### src/rtl/sm4_pkg.sv
// Shared constants and types for the SM4 block assembler: beat/block geometry,
// FIFO entry flag positions and the collector state encoding.
`ifndef IO_WIDTH
`define IO_WIDTH 32
`endif

package sm4_pkg;

    localparam int unsigned IO_WIDTH    = `IO_WIDTH;
    localparam int unsigned BLOCK_WIDTH = 128;
    localparam int unsigned BEATS       = BLOCK_WIDTH / IO_WIDTH;
    localparam int unsigned CNT_W       = $clog2(BEATS) + 1;
    localparam int unsigned ENTRY_W     = IO_WIDTH + 2;
    localparam int unsigned SOF_BIT     = IO_WIDTH + 1;
    localparam int unsigned KEY_BIT     = IO_WIDTH;

    typedef enum logic {
        COLLECT = 1'b0,
        OUT     = 1'b1
    } state_e;

    // Beat k lands MSB-first: beat 0 occupies the top IO_WIDTH bits.
    function automatic int unsigned slot_lsb(input int unsigned k);
        return BLOCK_WIDTH - (k + 1) * IO_WIDTH;
    endfunction

endpackage

### src/rtl/sm4_block_assembler.sv
// Pops IO_WIDTH-bit beats from the input FIFO, packs them MSB-first into 128-bit
// SM4 blocks tagged key/data, and flags framing errors (missing/early sof, tag change).
module sm4_block_assembler
    import sm4_pkg::*;
(
    input  logic                   clk,
    input  logic                   rst_n,
    input  logic                   fifo_empty,
    output logic                   fifo_rd_en,
    input  logic [ENTRY_W-1:0]     fifo_dout,
    output logic                   blk_valid,
    input  logic                   blk_ready,
    output logic [BLOCK_WIDTH-1:0] blk_data,
    output logic                   blk_is_key,
    output logic                   frame_err
);

    state_e                 state_q, state_d;
    logic [CNT_W-1:0]       cap_cnt_q, cap_cnt_d;
    logic                   rd_pending_q;
    logic                   tag_q, tag_d;
    logic [BLOCK_WIDTH-1:0] buf_q, buf_d;
    logic [BLOCK_WIDTH-1:0] blk_data_q, blk_data_d;
    logic                   blk_valid_q, blk_valid_d;
    logic                   blk_is_key_q, blk_is_key_d;
    logic                   frame_err_q, frame_err_d;

    logic                   beat_sof;
    logic                   beat_key;
    logic [IO_WIDTH-1:0]    beat_payload;
    logic [CNT_W:0]         issued;
    logic                   wr_en;
    logic [CNT_W-1:0]       wr_idx;

    assign beat_sof     = fifo_dout[SOF_BIT];
    assign beat_key     = fifo_dout[KEY_BIT];
    assign beat_payload = fifo_dout[IO_WIDTH-1:0];

    // Captured plus in-flight beats; capping this at BEATS guarantees no pop is outstanding in OUT.
    assign issued     = {1'b0, cap_cnt_q} + {{CNT_W{1'b0}}, rd_pending_q};
    assign fifo_rd_en = (state_q == COLLECT) && !fifo_empty && (issued < (CNT_W + 1)'(BEATS));

    always_comb begin
        state_d      = state_q;
        cap_cnt_d    = cap_cnt_q;
        tag_d        = tag_q;
        buf_d        = buf_q;
        blk_data_d   = blk_data_q;
        blk_valid_d  = blk_valid_q;
        blk_is_key_d = blk_is_key_q;
        frame_err_d  = 1'b0;
        wr_en        = 1'b0;
        wr_idx       = '0;

        if (rd_pending_q) begin
            if (beat_sof) begin
                wr_en       = 1'b1;
                tag_d       = beat_key;
                cap_cnt_d   = CNT_W'(1);
                frame_err_d = (cap_cnt_q != '0);
            end else if (cap_cnt_q == '0) begin
                frame_err_d = 1'b1;
            end else if (beat_key != tag_q) begin
                frame_err_d = 1'b1;
                cap_cnt_d   = '0;
            end else begin
                wr_en     = 1'b1;
                wr_idx    = cap_cnt_q;
                cap_cnt_d = cap_cnt_q + 1'b1;
            end
        end

        for (int unsigned s = 0; s < BEATS; s++) begin
            if (wr_en && (wr_idx == CNT_W'(s))) begin
                buf_d[slot_lsb(s) +: IO_WIDTH] = beat_payload;
            end
        end

        // Completion takes the merged buffer so the last beat appears in the same edge.
        if (wr_en && (cap_cnt_d == CNT_W'(BEATS))) begin
            blk_data_d   = buf_d;
            blk_is_key_d = tag_d;
            blk_valid_d  = 1'b1;
            state_d      = OUT;
            cap_cnt_d    = '0;
        end

        if ((state_q == OUT) && blk_valid_q && blk_ready) begin
            blk_valid_d = 1'b0;
            state_d     = COLLECT;
        end
    end

    always_ff @(posedge clk or negedge rst_n) begin
        if (!rst_n) begin
            state_q      <= COLLECT;
            cap_cnt_q    <= '0;
            rd_pending_q <= 1'b0;
            tag_q        <= 1'b0;
            buf_q        <= '0;
            blk_data_q   <= '0;
            blk_valid_q  <= 1'b0;
            blk_is_key_q <= 1'b0;
            frame_err_q  <= 1'b0;
        end else begin
            state_q      <= state_d;
            cap_cnt_q    <= cap_cnt_d;
            rd_pending_q <= fifo_rd_en;
            tag_q        <= tag_d;
            buf_q        <= buf_d;
            blk_data_q   <= blk_data_d;
            blk_valid_q  <= blk_valid_d;
            blk_is_key_q <= blk_is_key_d;
            frame_err_q  <= frame_err_d;
        end
    end

    assign blk_valid  = blk_valid_q;
    assign blk_data   = blk_data_q;
    assign blk_is_key = blk_is_key_q;
    assign frame_err  = frame_err_q;

endmodule
### config.mk
export PLATFORM = sky130hd
export DESIGN_NAME = sm4_block_assembler
export DESIGN_NICKNAME = d
export VERILOG_FILES = /design/src/rtl/sm4_pkg.sv /design/src/rtl/sm4_block_assembler.sv
export SDC_FILE = /design/constraint.sdc
export NUM_CORES = 1
export LEC_CHECK = 0
export CORE_MARGIN = 2
export CORE_UTILIZATION = 53
export DETAILED_ROUTE_END_ITERATION = 16
export HOLD_SLACK_MARGIN = 0.06
export PLACE_DENSITY = 0.77
export REMOVE_ABC_BUFFERS = 1
export SLEW_MARGIN = 20
export SYNTH_ARGS = -nofsm -noshare
export SYNTH_HDL_FRONTEND = slang
export SYNTH_SLANG_ARGS = --single-unit
### constraint.sdc
create_clock -name clk -period 3.05 [get_ports clk]
set_input_delay 0.61 -clock clk [delete_from_list [all_inputs] [get_ports clk]]
set_output_delay 0.61 -clock clk [all_outputs]
set_load 0.03 [all_outputs]
After elaboration in Yosys (flattened, before gate mapping)
Index checks and enable logic that the tools add are counted.
- register bits: 264
- input port bits: 38
- output and inout bits: 132
- $add $sub $neg: 2
- magnitude comparators: 1
- equality and inequality tests: 5
- multiplexer cells: 25
- bitwise logic cells: 1
- reduce and logical (&&, ||, !) cells: 13
- operators by type and width (kind ; number):
    two-way mux 32 bit ; 4
    two-way mux 3 bit ; 9
    two-way mux 1 bit ; 12
    logical AND 1 bit ; 8
    equality test 3 x 2 -> 1 bit (second input constant) ; 2
    zero test 3 bit ; 2
    adder 3 x 1 -> 4 bit ; 1
    less-than comparator 4 x 3 -> 1 bit (second input constant) ; 1
    adder 3 x 1 -> 3 bit (second input constant) ; 1
    equality test 3 x 1 -> 1 bit (second input constant) ; 1
    equality test 3 bit (second input constant) ; 1
    nonzero test 3 bit ; 1
    nonzero test 2 bit ; 1
    zero test 1 bit ; 1
    inequality test 1 bit ; 1
    inverter 1 bit ; 1

Logic depth before layout (Yosys ltp)
- word-level depth: 9
- depth in mapped cells: 8
- depth with buffers taken out: 6

Least setup slack after synthesis
OpenSTA, ideal clock, no wires.
- path type: register to register
- start point: register cap_cnt_q[0]
- end point: register blk_data_q[89], in the netlist blk_data[89]
- arrival: 2.316 ns
- data required time: 2.922 ns
- setup slack: 0.606 ns
- stages on the path, launching flop included: 8
- clock period less this slack: 2.444 ns
- cell sequence: dfrtp_1 -> inv_1 -> ha_1 -> or3_4 -> nor4_4 -> buf_6 -> mux2_2 -> mux2_1
- word-level cells in the longest chain between the ends: 7
- elaborated cells between the ends (all ways): 18
- those cells by class: add/sub (1); eq/ne (2); mux (12); reduce/logical (3)
- ends and longest elaborated chain (element ; RTL line ; text):
    start, declared ; sm4_block_assembler.sv:19 ; logic [CNT_W-1:0] cap_cnt_q, cap_cnt_d;
    start signal, assigned ; sm4_block_assembler.sv:107 ; cap_cnt_q <= cap_cnt_d;
    zero test 3 bit or two-way mux 3 bit (tied branches) ; sm4_block_assembler.sv:61, sm4_block_assembler.sv:63 ;
    two-way mux 3 bit ; sm4_block_assembler.sv:61 ; end else if (cap_cnt_q == '0) begin
    two-way mux 3 bit ; sm4_block_assembler.sv:56 ; if (beat_sof) begin
    two-way mux 3 bit ; sm4_block_assembler.sv:55 ; if (rd_pending_q) begin
    equality test 3 x 1 -> 1 bit ; sm4_block_assembler.sv:74 ; if (wr_en && (wr_idx == CNT_W'(s))) begin
    logical AND 1 bit (*) ; sm4_block_assembler.sv:74 ;
    two-way mux 32 bit (*) ; sm4_block_assembler.sv:74 ;
    via buf_d[89] ; sm4_block_assembler.sv:22 ; logic [BLOCK_WIDTH-1:0] buf_q, buf_d;
    end signal, assigned ; sm4_block_assembler.sv:111 ; blk_data_q <= blk_data_d;
    end, declared ; sm4_block_assembler.sv:23 ; logic [BLOCK_WIDTH-1:0] blk_data_q, blk_data_d;
The timed path passes the listed nets; every way through them passes the cells marked *.
A chain may end at the register's enable or synchronous reset.

Worst setup path in the final report
- start point: register cap_cnt_q[0]
- end point: register blk_data_q[93], in the netlist blk_data[93]
Same word-level chain as after synthesis.

==> results.json <==
{
  "antenna_found_initial": 0,
  "hold_viol": 0,
  "ir_drop_mv": 0.696,
  "postSynth.asyncResetShare_pct": 100,
  "synth_edf_count": 0,
  "ys_seq_elements": 264,
  "end_kind": "flop",
  "skew_ps": 16.7,
  "cts_root_buffer": "clkbuf_16",
  "p_leak_nw": 6.12,
  "io_pins": 170,
  "core_mm2": 0.0186,
  "antenna_cells": 0,
  "crit_start": "cap_cnt_q[0]",
  "synthToLayoutAreaGrowth_pct": 29.3,
  "synth_top_area_share_pct": 66.1,
  "cts_setup_buffers": 0,
  "status": "finished clean",
  "yosys_warnings": 0,
  "ys_top_cells_by_area": "dfrtp_1, mux2_2, mux2_1, buf_2, buf_4",
  "pre_cts_slack_ps": 139,
  "maxSlewHeadroom_pct": 56.5,
  "rsz0062_at_grt": "no",
  "antenna_left": 0,
  "min_period_ps": 2720,
  "cp-start-kind": "flop",
  "wirelength_mm": 20.1,
  "slew_viol_final": 0,
  "regArea_mm2": 0.00661,
  "hold_buffers": 0,
  "worstMarginPinSlew_ps": 653,
  "initialDrtViolationCount": 203,
  "clock.fmax_ghz": 0.367,
  "period_share_pct": 89.2,
  "multi_input_area_mm2": 0.00320,
  "grt_overflow": 0,
  "whs_ps": 53.4,
  "netlist_area_mm2": 0.00999,
  "synth_most_common_cell": "dfrtp_1",
  "required_ps": 3460,
  "clk_pin_slew_worst_paths_ps": 60,
  "htreeDepth": 1,
  "layout-drive-gt1-share_pct": 39.3,
  "crit_path_max_fanout": 11,
  "p_per_area_mw_per_mm2": 829,
  "drtPass1Iterations": 4,
  "cts_buffer_depth": 3,
  "gp_congestion": 0.771,
  "crit_type": "flop to flop",
  "cts_sinks": 264,
  "netlist_instances": 588,
  "grt_pass1_vias": 6095,
  "synthFlopType": "dfrtp_1",
  "fillers": 1233,
  "initial_core_util_pct": 53.8,
  "synthTopCellsByCount": "dfrtp_1, mux2_2, buf_2",
  "syn_avg_cell_area_um2": 17.0,
  "num-nets-final": 817,
  "worstPathArrival_ps": 3130,
  "ys_types": 32,
  "numCtsBuffers": 28,
  "post_drt_wl_per_cell_um": 19.5,
  "fp-row-count": 50,
  "cts_resized": 0,
  "grt_pass1_wl_mm": 32.7,
  "worst_slack_ps": 328,
  "synth_largest_area_cell": "dfrtp_1",
  "grt_max_degree": 88,
  "die_w_um": 141,
  "cts_tree": "built",
  "fin_util_pct": 69.5,
  "maxCapViolCount": 0,
  "grt_use_total_pct": 20.6,
  "dieArea_mm2": 0.0200,
  "io_buffers": 169,
  "dp_hpwl_mm": 13.4,
  "yosysSeqAreaShare_pct": 66.1,
  "rr_startpoint": "cap_cnt_q[0]",
  "die_h_um": 141,
  "clk-insertion-delay-late_ps": 530,
  "vias_per_cell": 5.37,
  "hp-class": "input pin to asynchronous set/reset pin",
  "drc": 0,
  "vias": 5535,
  "final-setup-viol-count": 0
}
==> path summary, 6_finish.rpt <==
check                                      to  slack (ps)  cells after the start
worst max-delay path             blk_data[93]         330                      7
worst min-delay path                buf_q[24]          50                      1
worst max register to register   blk_data[93]         330                      7
worst min register to register  blk_data[121]         480                      1
max in group asynchronous           buf_q[53]        2040                      2
min in group clk                blk_data[121]         480                      1
==> per-layer routing <==
metal	track usage [%]	share of wire, %	up-vias
li1	-	-	2476
met3	4.99	5.6	20
met4	4.47	1.4	0
met5	0	0	-
met1	27.2	43	2904
met2	35.2	50	135
==> stage by stage <==
| stage | TNS, ps | power (mW) | area [µm²] | cells |
|---|---|---|---|---|
| after floorplan | -353010 | 6.57 | 9810 | 560 |
| after global placement | 0 | 7.45 | 12100 | 981 |
| after detailed placement | 0 | 7.65 | 12100 | 981 |
| after CTS | 0 | 10.8 | 12900 | 1031 |
| after global routing | 0 | 11.3 | 12900 | 1031 |
| final | 0 | 10.7 | 12900 | 1031 |
==> logic make-up after synthesis <==
family          count (synthesis)  synth area share (%)
flops                         264                  66.1
mux                           261                  29.4
buf+inv                        32                  1.94
simple gates                   18                  1.38
compound gates                  9                 0.639
xor+xnor                        2                 0.251
fa+ha+maj                       2                 0.250
==> power by group <==
group / switching, mW / internal (mW) / total (mW)
Combinational: 1.32 / 1.33 / 2.66
Clock: 1.32 / 1.81 / 3.13
Sequential: 0.400 / 4.52 / 4.92
Total: 3.04 / 7.66 / 10.7
==> cell type report <==
type	count	share of cell area, %
flip-flops and latches	264	51.2
multi-input cells	292	24.8
repair buffers	187	15.0
clock buffers	40	6.16
well taps	234	2.27
clock inverters	10	0.523
inverters	4	0.116
==> sequential cells by signal, summed over array words and instances (netlist names) <==
register	cells
blk_data	128
blk_is_key	1
blk_valid	1
buf_q	128
cap_cnt_q	3
frame_err	1
rd_pending_q	1
tag_q	1
==> worst max-delay path, stage by stage (launching register included) <==
cell	delay, ps
dfrtp_1	490
inv_1	170
ha_1	300
or3_4	420
nor4_4	300
buf_4	280
mux2_2	370
mux2_1	280
==> layout by cell type, fill, tap and decap left out, drive strengths merged <==
cell             n
clkbuf          40
nand4            1
nand2            3
a32o             1
nor2             3
nor2b            1
nor4b            1
buf             19
mux2i            2
xnor2            1
mux2           259
a32oi            1
nand3            1
ha               2
a21oi            1
clkinv           9
or3              1
dfrtp          264
o21a             1
clkdlybuf4s50  168
nor4             1
nor4bb           1
a21o             1
nand2b           1
xor2             1
o21bai           1
o21ai            2
inv              5
o31ai            1
nor3             4
Power figures use the tool's default switching activity.
